$ cat src/rtl/issue_scoreboard_pkg.sv
// Shared opcode encodings, instruction field positions and scoreboard entry type
// for the issue controller between the fetch and execute pipes.
package issue_scoreboard_pkg;

  typedef enum logic [2:0] {
    OP_NOP  = 3'b000,
    OP_ADD  = 3'b001,
    OP_MUL  = 3'b010,
    OP_ADDI = 3'b011
  } opcode_e;

  localparam int unsigned OP_LSB  = 0;
  localparam int unsigned RS1_LSB = 3;
  localparam int unsigned RD_LSB  = 8;
  localparam int unsigned RS2_LSB = 13;

  typedef struct packed {
    logic       v;
    logic [4:0] rd;
  } sb_entry_t;

  localparam int unsigned SB_ENTRY_W = $bits(sb_entry_t);

  typedef struct packed {
    logic [2:0] op;
    logic [4:0] rs1;
    logic [4:0] rd;
    logic [4:0] rs2;
    logic       writes;
    logic       use_rs1;
    logic       use_rs2;
  } predecode_t;

  // ADDI reuses the Rs2 field as immediate bits, so it only reads Rs1.
  function automatic predecode_t predecode(input logic [31:0] ins);
    predecode_t p;
    p.op      = ins[OP_LSB +: 3];
    p.rs1     = ins[RS1_LSB +: 5];
    p.rd      = ins[RD_LSB +: 5];
    p.rs2     = ins[RS2_LSB +: 5];
    p.writes  = (p.op == OP_ADD) || (p.op == OP_MUL) || (p.op == OP_ADDI);
    p.use_rs1 = p.writes;
    p.use_rs2 = (p.op == OP_ADD) || (p.op == OP_MUL);
    return p;
  endfunction

endpackage

$ cat src/rtl/issue_scoreboard_hazard_cmp.sv
// Combinational RAW check: compares source registers against every valid
// in-flight destination held in the flattened scoreboard vector.
module sb_hazard_cmp
  import issue_scoreboard_pkg::*;
#(
  parameter int unsigned DEPTH = 4
) (
  input  logic [4:0]                  rs1,
  input  logic [4:0]                  rs2,
  input  logic                        use_rs2,
  input  logic [DEPTH*SB_ENTRY_W-1:0] sb_flat,
  output logic                        hazard
);

  sb_entry_t e;

  // Register 0 is never written, so it can never be a hazard source.
  always_comb begin
    hazard = 1'b0;
    e      = '0;
    for (int unsigned i = 0; i < DEPTH; i++) begin
      e = sb_flat[i*SB_ENTRY_W +: SB_ENTRY_W];
      if (e.v) begin
        if ((rs1 != 5'd0) && (e.rd == rs1))
          hazard = 1'b1;
        if (use_rs2 && (rs2 != 5'd0) && (e.rd == rs2))
          hazard = 1'b1;
      end
    end
  end

endmodule

$ cat src/rtl/issue_scoreboard.sv
// Issue controller: holds back RAW-dependent instructions with NOP bubbles,
// tracks in-flight destinations and counts issued instructions and stalls.
module issue_scoreboard
  import issue_scoreboard_pkg::*;
#(
  parameter int WIDTH = 16,
  parameter int CNTW  = 16
) (
  input  logic            clk,
  input  logic            rst,
  input  logic            run,
  input  logic            flush,
  input  logic [31:0]     ins,
  input  logic            ins_valid,
  output logic            ins_ready,
  output logic [31:0]     issue_ins,
  output logic            start,
  output logic            stall,
  output logic [CNTW-1:0] issued_cnt,
  output logic [CNTW-1:0] stall_cnt
);

  localparam int LAT   = $clog2(WIDTH) - 1;
  localparam int DEPTH = LAT + 1;

  predecode_t              pd;
  logic [4:0]              rs1_eff;
  logic                    hazard;
  sb_entry_t               new_entry;
  sb_entry_t [DEPTH-1:0]   sb;

  always_comb begin
    pd      = predecode(ins);
    // Non-reading opcodes present r0, which the comparator never flags.
    rs1_eff = pd.use_rs1 ? pd.rs1 : 5'd0;
  end

  sb_hazard_cmp #(
    .DEPTH (DEPTH)
  ) u_cmp (
    .rs1     (rs1_eff),
    .rs2     (pd.rs2),
    .use_rs2 (pd.use_rs2),
    .sb_flat (sb),
    .hazard  (hazard)
  );

  always_comb begin
    ins_ready    = rst & run & ~flush & ins_valid & ~hazard;
    stall        = rst & run & ~flush & ins_valid & hazard;
    start        = rst & run;
    new_entry.v  = ins_ready & pd.writes & (pd.rd != 5'd0);
    new_entry.rd = new_entry.v ? pd.rd : 5'd0;
  end

  always_ff @(posedge clk or negedge rst) begin
    if (!rst) begin
      issue_ins  <= '0;
      sb         <= '0;
      issued_cnt <= '0;
      stall_cnt  <= '0;
    end else if (run) begin
      if (flush) begin
        issue_ins <= '0;
        sb        <= '0;
      end else begin
        issue_ins <= ins_ready ? ins : '0;
        sb        <= {sb[DEPTH-2:0], new_entry};
        if (ins_ready && (pd.op != OP_NOP) && (issued_cnt != '1))
          issued_cnt <= issued_cnt + CNTW'(1);
        if (stall && (stall_cnt != '1))
          stall_cnt <= stall_cnt + CNTW'(1);
      end
    end
  end

endmodule

$ cat config.mk
export PLATFORM = sky130hd
export DESIGN_NAME = issue_scoreboard
export DESIGN_NICKNAME = d
export VERILOG_FILES = /design/src/rtl/issue_scoreboard_pkg.sv /design/src/rtl/issue_scoreboard_hazard_cmp.sv /design/src/rtl/issue_scoreboard.sv
export SDC_FILE = /design/constraint.sdc
export NUM_CORES = 1
export LEC_CHECK = 0
export CORE_MARGIN = 5
export CORE_UTILIZATION = 50
export CTS_CLUSTER_DIAMETER = 50
export DETAILED_ROUTE_END_ITERATION = 16
export PLACE_DENSITY = 0.86
export SYNTH_ARGS = -nofsm -noshare
export SYNTH_HDL_FRONTEND = slang
export SYNTH_SLANG_ARGS = --single-unit
$ cat constraint.sdc
create_clock -name clk -period 3 [get_ports clk]
set_input_delay 0.45 -clock clk [delete_from_list [all_inputs] [get_ports clk]]
set_output_delay 0.45 -clock clk [all_outputs]
set_load 0.05 [all_outputs]
# After elaboration in Yosys (flattened, before gate mapping)
# Index checks and enable logic that the tools add are counted.
totals:
  reg_bits: 88
  latch_bits: 0
  ram_bits: 0
  romBits: 0
  input_bits: 37
  output_inout_bits: 67
  n_memories: 0
classes:
  add_sub_neg: 2
  multipliers: 0
  n_div: 0
  n_lt_le_gt_ge: 0
  n_eq_ne: 13
  shifts: 0
  mux: 17
  n_bitwise: 9
  reduce_logical: 20
op_table:
  columns: ["cell", "count"]
  rows:
  - ["$mux 32", 2]
  - ["$eq 5x5->1", 8]
  - ["$add 16x1->16 const B", 2]
  - ["$ne 16x16->1 const B", 2]
  - ["$mux 24", 1]
  - ["$reduce_bool 5->1", 3]
  - ["$logic_and 1x1->1", 12]
  - ["$mux 1", 12]
  - ["$mux 5", 2]
  - ["$and 1x1->1", 7]
  - ["$eq 3x2->1 const B", 2]
  - ["$reduce_and 3->1", 2]
  - ["$eq 3x1->1 const B", 1]
  - ["$reduce_bool 3->1", 1]
  - ["$logic_or 1x1->1", 2]
  - ["$not 1->1", 2]

# Logic depth before layout (Yosys ltp)
# Gate-level depths: netlist of run 1.
logic_depth:
  ltp_word: 24
  mapped_depth: 10
  depth_no_buf: 7

# By module
# A second synthesis of run 1 with hierarchy kept.
hier_totals:
  hier_cells: 371
  hier_area_um2: 4240.3
by_module_without_submodules:
  columns: ["mod", "n_inst", "cells_per_inst", "area_per_inst_um2"]
  rows:
  - ["issue_scoreboard", 1, 296, 3684.8]
  - ["sb_hazard_cmp", 1, 75, 555.5]

# Worst setup path before layout of run 1
# No wires, ideal clock.
synth_path:
  path_kind: "input port to output port"
  start: "in ins[17]"
  end: "out stall"
  arrival_time_ps: 2351
  required_ps: 2550
  slack_ps: 199
  stages: 9
  n_path_buf: 3
  cell_sequence: "buf_4 -> xor2_1 -> nor4_1 -> and3_1 -> or4_4 -> a22o_1 -> buf_6 -> clkbuf_1 -> and2_1"
synth_via:
  elab_chain_cells: 15
synth_lines:
  columns: ["element", "line", "rtl"]
  rows:
  - ["from (decl)", "issue_scoreboard.sv:13", "input logic [31:0] ins,"]
  - ["$reduce_bool 5->1", "issue_scoreboard_hazard_cmp.sv:26", "if (use_rs2 && (rs2 != 5'd0) && (e.rd == rs2))"]
  - ["$logic_and 1x1->1 (2 in a row)", "issue_scoreboard_hazard_cmp.sv:26", null]
  - ["$mux 1", "issue_scoreboard_hazard_cmp.sv:26", null]
  - ["$mux 1", "issue_scoreboard_hazard_cmp.sv:23", "if (e.v) begin"]
  - ["$mux 1", "issue_scoreboard_hazard_cmp.sv:24", "if ((rs1 != 5'd0) && (e.rd == rs1))"]
  - ["$mux 1", "issue_scoreboard_hazard_cmp.sv:26", null]
  - ["$mux 1", "issue_scoreboard_hazard_cmp.sv:23", null]
  - ["$mux 1", "issue_scoreboard_hazard_cmp.sv:24", null]
  - ["$mux 1", "issue_scoreboard_hazard_cmp.sv:26", null]
  - ["$mux 1", "issue_scoreboard_hazard_cmp.sv:23", null]
  - ["$mux 1", "issue_scoreboard_hazard_cmp.sv:24", null]
  - ["$mux 1", "issue_scoreboard_hazard_cmp.sv:26", null]
  - ["$mux 1 *", "issue_scoreboard_hazard_cmp.sv:23", null]
  - ["$and 1x1->1 *", "issue_scoreboard.sv:50", "stall = rst & run & ~flush & ins_valid & hazard;"]
  - ["to (decl)", "issue_scoreboard.sv:18", "output logic stall,"]
# Every way passes the cells marked *; elsewhere a longest branch is shown, timed or not.

# Final worst setup path of run 1
layout_path:
  start: "in ins[5]"
  end: "out ins_ready"
layout_via:
  elab_chain_cells: 17
layout_lines:
  columns: ["element", "line", "rtl"]
  rows:
  - ["$mux 5 *", "issue_scoreboard.sv:35", "rs1_eff = pd.use_rs1 ? pd.rs1 : 5'd0;"]
  - ["$eq 5x5->1 or $reduce_bool 5->1 (tied branches)", "issue_scoreboard_hazard_cmp.sv:24", null]
  - ["$logic_and 1x1->1", "issue_scoreboard_hazard_cmp.sv:24", null]
  - ["$mux 1", "issue_scoreboard_hazard_cmp.sv:24", null]
  - ["$mux 1", "issue_scoreboard_hazard_cmp.sv:26", null]
  - ["$mux 1", "issue_scoreboard_hazard_cmp.sv:23", null]
  - ["$mux 1", "issue_scoreboard_hazard_cmp.sv:24", null]
  - ["$mux 1", "issue_scoreboard_hazard_cmp.sv:26", null]
  - ["$mux 1", "issue_scoreboard_hazard_cmp.sv:23", null]
  - ["$mux 1", "issue_scoreboard_hazard_cmp.sv:24", null]
  - ["$mux 1", "issue_scoreboard_hazard_cmp.sv:26", null]
  - ["$mux 1", "issue_scoreboard_hazard_cmp.sv:23", null]
  - ["$mux 1", "issue_scoreboard_hazard_cmp.sv:24", null]
  - ["$mux 1", "issue_scoreboard_hazard_cmp.sv:26", null]
  - ["$mux 1 *", "issue_scoreboard_hazard_cmp.sv:23", null]
  - ["$not 1->1 *", "issue_scoreboard.sv:49", "ins_ready = rst & run & ~flush & ins_valid & ~hazard;"]
  - ["$and 1x1->1 *", "issue_scoreboard.sv:49", null]
  - ["to (decl)", "issue_scoreboard.sv:15", "output logic ins_ready,"]
# Marks and branches as above.

==> results_dict.tcl, run 1 <==
set metrics [dict create \
    io_pins 104 \
    drcViolationCount 0 \
    endpoint_kind "output pin" \
    insertion_delay_ns 0.36 \
    totalWireLength_um 11200 \
    cellLeakagePower_nw 2.64 \
    relSlewSlack_pct 42.5 \
    crit_chain "dlygate4sd2_1 -> xor2_1 -> nor4_1 -> and3_1 -> or4_4 -> a221oi_4 -> buf_12 -> buf_12" \
    synth-seq-cells 88 \
    maxSlewViolCount 0 \
    dpl.cell_count 568 \
    antenna_found_initial 0 \
    place_hpwl_um 8250 \
    syn_inst 358 \
    fin_hold_ws_ns 0.476 \
    reg2reg_depth 8 \
    synth_largest_area_cell "dfrtp_1" \
    port_buffers 103 \
    grt_overflow 0 \
    numCtsBuffers 9 \
    core_area_um2 8220 \
    grtUsageTotal_pct 22.7 \
    synth_top_cell_area_share_pct 52.3 \
    avgSynthCellArea_um2 11.8 \
    fin_cells 585 \
    yosysMostFrequentCell "dfrtp_1" \
    nNetsFinal 514 \
    synthTopCellsByArea "dfrtp_1 52%, a22o_1 12%, xor2_1 8.7%, xnor2_1 5.8%, and3_1 2.8%" \
    required_ns 2.55 \
    cap_violations 0 \
    synthToLayoutAreaGrowth_pct 34.5 \
    synth_cell_types 36 \
    drive_above_1_share_pct 12.5 \
    setup_violations 0 \
    syn-cell-area_um2 4210 \
    post-route-min-period_ns 2.94 \
    htree_levels 3 \
    r2r-start "sb[8]" \
    cts_root_buffer "clkbuf_8" \
    startpoint_type "input pin" \
    path_common_cell "buf_12" \
    synth_enable_flop_cells 0 \
    post-route-period-util_pct 98.1 \
    die_h_um 102 \
    cp_max_fo 10 \
    max-clock-path-buffers 2 \
    path_class "input pin to output pin" \
    clkSlewWorstSetupHoldPaths_ns 0.09 \
    worst_slew_pin_slew_ns 0.863 \
    final_hold_viol_count 0 \
    start_util_pct 51.3 \
    seq_area_um2 2200 \
    vias 3339 \
    clock-sinks 88 \
    grt_pass1_vias 3584 \
    fp-row-count 33 \
    cts_tree "built" \
    viasPerCell 5.71 \
    seq_area_frac_synth_pct 52.3 \
    yosys_warnings 0 \
    grt_max_degree 69 \
    ys_top_cells_by_count "88 x dfrtp_1, 56 x a22o_1, 42 x xor2_1, 28 x xnor2_1, 19 x and3_1" \
    status "complete, no violations" \
    pwr_density_cell_nw_per_um2 453 \
    async_reset_ff_share_pct 100 \
    wl_per_cell_um 19.2 \
    fin_skew_ns 0.00826 \
    multi_input_area_um2 1860 \
    ys.flop_type "dfrtp_1" \
    first_pass_iters 4 \
    peakVddDrop_uv 299 \
    worst-path-buf-inv 3 \
    crit_path_start "ins[5]" \
    syn_nets 397 \
    grt_pass1_wl_um 18300 \
    die_w_um 102 \
    detail_route.iter0.violations 173 \
    fillCellCount 613 \
    dieArea_um2 10400 \
    hold_path.class "input pin to asynchronous set/reset pin" \
    place_congestion 1.01 \
    cp_data_arrival_time_ns 2.49 \
    antenna_left 0 \
    cpMaxStageDelayCell "or4_4" \
    num_antenna_cells 0 \
    fmax_ghz 0.340 \
    critPathTopFamily "simple AND/OR/NAND/NOR gates" \
    critPathMaxStageDelay_ns 0.50 \
    rsz0062_at_grt "no" \
    cp.depth 8 \
]
-- cell families after synthesis --
| logic type | Yosys count | synth area share, % |
|---|---|---|
| buffers and inverters | 28 | 3.98 |
| adders and majority gates | 2 | 0.594 |
| muxes | 2 | 0.534 |
| DFF | 88 | 52.3 |
| AOI/OAI and AO/OA | 64 | 13.2 |
| and+or+nand+nor | 104 | 14.8 |
| xor gates and xnor gates | 70 | 14.5 |
-- layer usage --
layer,routed length (µm),global-route usage [%],vias to the layer above
li1,-,-,1532
met1,4690,29.5,1677
met2,5500,36.8,112
met3,866,6.34,18
met4,184,8.08,0
met5,0,0,-
-- state kept, by name (all words and copies together), names as in the netlist --
name / cells
issued_cnt: 16
sb: 24
stall_cnt: 16
issue_ins: 32
-- final timing paths --
path	to	slack [ns]
min in group clk	stall_cnt[9]	0.50
max	ins_ready	0.06
min reg2reg	stall_cnt[9]	0.50
max reg2reg	issued_cnt[1]	0.47
min	issued_cnt[6]	0.48
max in group asynchronous	issue_ins[3]	1.41
-- power breakdown --
group	switching [mW]	internal, mW
Clock	0.438	0.409
Sequential	0.0404	1.23
Combinational	0.278	0.177
-- through the flow --
stage | TNS [ns] | cell area [µm²] | power, mW | util, % | setup WS (ns)
2_1_floorplan | 0 | 4210 | 1.54 | - | 0.199
3_3_place_gp | -1.13 | 5470 | 1.74 | 66.5 | -0.121
3_5_place_dp | -4.26 | 5470 | 1.75 | 66.5 | -0.191
4_1_cts | 0 | 5670 | 2.59 | 69.0 | 0.0743
5_1_grt | 0 | 5670 | 2.66 | 69.0 | 0.00458
6_report | 0 | 5670 | 2.57 | 69.0 | 0.0569
-- repair_timing --
item	CTS	global route
hold endpoints to repair	11	0
pin swaps	0	0
setup buffers	0	0
endpoints found under the setup margin	2	1
hold buffers	1	0
gates resized for setup	10	2
-- placed cells by master (no fill, tap or decap), types with 2 or more instances in the layout --
| master | instances |
|---|---|
| inv_1 | 2 |
| mux2_1 | 2 |
| ha_1 | 2 |
| or4_1 | 3 |
| nor4_2 | 3 |
| xnor2_1 | 28 |
| nor3_2 | 3 |
| nor4_1 | 8 |
| a22o_1 | 56 |
| nand2_1 | 12 |
| nor3_1 | 3 |
| a31oi_1 | 2 |
| nand4_1 | 9 |
| dfrtp_1 | 88 |
| nor2_1 | 13 |
| and3_1 | 19 |
| clkinvlp_4 | 4 |
| buf_4 | 28 |
| clkdlybuf4s50_1 | 90 |
| dlygate4sd2_1 | 9 |
| or4_4 | 2 |
| buf_12 | 3 |
| nand3_1 | 17 |
| and4_1 | 2 |
| and2_1 | 6 |
| xor2_1 | 42 |
| clkbuf_8 | 10 |
-- area by class of cell --
cell class | count | share of cell area [%]
Sequential cell | 88 | 38.9
Multi-Input combinational cell | 242 | 32.7
Timing Repair Buffer | 132 | 22.3
Clock buffer | 10 | 2.43
Tap cell | 105 | 2.32
Clock inverter | 6 | 1.21
Inverter | 2 | 0.132
Note: power is estimated with default switching activity, not from simulation.
==> run 2, diff against run 1 <==
- ABC_CLOCK_PERIOD_IN_PS: default -> 3000
- CAP_MARGIN: default -> 20
==> results of run 2 <==
The final DEF is identical to that of run 1; final timing and power are the same.
==> run 3, diff against run 2 <==
- REMOVE_ABC_BUFFERS: default -> 1
- TNS_END_PERCENT: default -> 50
==> results_dict.tcl, run 3 (same netlist as run 1, synthesis figures left out) <==
set metrics [dict create \
    core_area_um2 8220 \
    start_util_pct 51.3 \
    finalPower_mw 2.59 \
    clockPowerShare_pct 33.6 \
    fin_hold_ws_ns 0.0146 \
    p_int_mw 1.87 \
    comb_power_share_pct 17.5 \
    pwr_density_cell_nw_per_um2 455 \
    cp_max_fo 6 \
    clkSlewWorstSetupHoldPaths_ns 0.08 \
    num_antenna_cells 0 \
    dpl.cell_count 568 \
    cpMaxStageDelayCell "or4_4" \
    p_switching_mw 0.721 \
    hold_path.class "input pin to asynchronous set/reset pin" \
    fmax_ghz 0.342 \
    die_w_um 102 \
    maxSlewViolCount 0 \
    io_pins 104 \
    required_ns 2.55 \
    crit_path_start "ins[17]" \
    grt_overflow 0 \
    cp_data_arrival_time_ns 2.48 \
    regMostFlops "issue_ins" \
    pwr-share-seq_pct 49.0 \
    detail_route.iter0.violations 98 \
    crit_chain "dlygate4sd2_1 -> xor2_1 -> nor4_1 -> and3_1 -> or4_4 -> a221oi_4 -> buf_6 -> buf_12" \
    viasPerCell 5.57 \
    wl_per_cell_um 18.3 \
    reg.largest.list "issue_ins: 32 flops, sb: 24 flops" \
    cts_root_buffer "clkbuf_8" \
    final_common_cell "clkdlybuf4s50_1" \
    swShare_pct 27.8 \
    relSlewSlack_pct 59.4 \
    grtUsageTotal_pct 21.8 \
    place_hpwl_um 8040 \
    fp-row-count 33 \
    max-clock-path-buffers 2 \
    grt_pass1_wl_um 17600 \
    port_buffers 103 \
    endpoint_kind "output pin" \
    drive_above_1_share_pct 12.9 \
    antenna_left 0 \
    drcViolationCount 0 \
    clock-sinks 88 \
    startpoint_type "input pin" \
    critPathMaxStageDelay_ns 0.56 \
    status "complete, no violations" \
    nNetsFinal 515 \
    setup_violations 0 \
    post-route-min-period_ns 2.93 \
    crit_end "ins_ready" \
    final_hold_viol_count 0 \
    reg2reg_depth 9 \
    final_util_pct 69.3 \
    fillCellCount 634 \
    insertion_delay_ns 0.35 \
    fin_skew_ns 0.00494 \
    synthToLayoutAreaGrowth_pct 35.1 \
    r2r_slack_ns 0.38 \
    dieArea_um2 10400 \
    grt_max_degree 57 \
    path_class "input pin to output pin" \
    vias 3265 \
    r2r-start "sb[19]" \
    r2r-end "issued_cnt[1]" \
    cap_violations 0 \
    setup_tns_ns 0 \
    fin_cells 586 \
    post-route-period-util_pct 97.5 \
    antenna_found_initial 0 \
    most-common-layout-cells "90 x clkdlybuf4s50_1, 88 x dfrtp_1, 55 x a22o_1" \
    cts_tree "built" \
    htree_levels 3 \
    worst_slew_pin_slew_ns 0.601 \
    rsz0062_at_grt "no" \
    peakVddDrop_uv 450 \
    grt_pass1_vias 3383 \
    totalWireLength_um 10700 \
    place_congestion 0.945 \
    die_h_um 102 \
    cellLeakagePower_nw 2.67 \
    largest_register_ffs 32 \
    first_pass_iters 4 \
    numCtsBuffers 9 \
]
-- run 3: cell types whose count changed in the layout (fill, tap and decap cells not counted), sizes merged --
cell	change
bufinv	+1
buf	+2
clkdlybuf4s15	+1
clkbuf	-1
clkinvlp	-4
dlygate4sd3	-1
clkinv	+3
-- run 3: worst min path at each step --
stage	start	cells after the start	slack (ns)	end
floorplan	rst	0	0.15	issue_ins[0]
global placement	rst	1	0.39	stall_cnt[3]
detailed placement	rst	1	0.39	issue_ins[10]
CTS	rst	1	0.006	stall_cnt[14]
global route	rst	1	0.02	issued_cnt[3]
finish	rst	1	0.01	stall_cnt[8]
-- run 3: final cells by class --
type	count	area (µm²)	area share [%]
multi-input combinational	242	1870	32.9
timing repair buffer	133	1270	22.3
sequential	88	2200	38.7
clock inverter	6	83.8	1.47
inverter	2	7.51	0.132
tap	105	131	2.31
clock buffer	10	128	2.24
-- run 3: layer usage --
layer | vias to the layer above | GRT usage [%] | wire (µm)
met4 | 0 | 6.54 | 146
li1 | 1533 | - | -
met1 | 1617 | 30.5 | 4840
met2 | 101 | 34.3 | 5080
met5 | - | 0 | 0
met3 | 14 | 4.75 | 640
-- run 3: timing repair --
item	CTS	global route
endpoints found under the setup margin	2	1
gates resized for setup	14	1
hold buffers	0	0
pin swaps	3	0
setup buffers	2	0
-- run 3: power by group through the flow --
stage	logic [mW]	clock network [mW]	registers, mW
global route	0.482	0.943	1.28
CTS	0.457	0.896	1.27
floorplan	0.0984	0	1.42
global placement	0.451	0	1.29
finish	0.453	0.871	1.27
detailed placement	0.458	0	1.29
-- run 3: metrics by stage --
| step | setup WS, ns | instance area (µm²) |
|---|---|---|
| floorplan | -1.69 | 4050 |
| global placement | -0.146 | 5460 |
| detailed placement | -0.185 | 5460 |
| CTS | 0.0727 | 5690 |
| global route | 0.00188 | 5690 |
| finish | 0.0746 | 5690 |
-- run 3: critical path, delay by kind of cell --
family                 cells  cell delay [ns]
AO/OA/AOI/OAI              1             0.35
buffers and inverters      3             0.64
XOR/XNOR                   1             0.20
AND/OR/NAND/NOR            3             0.82
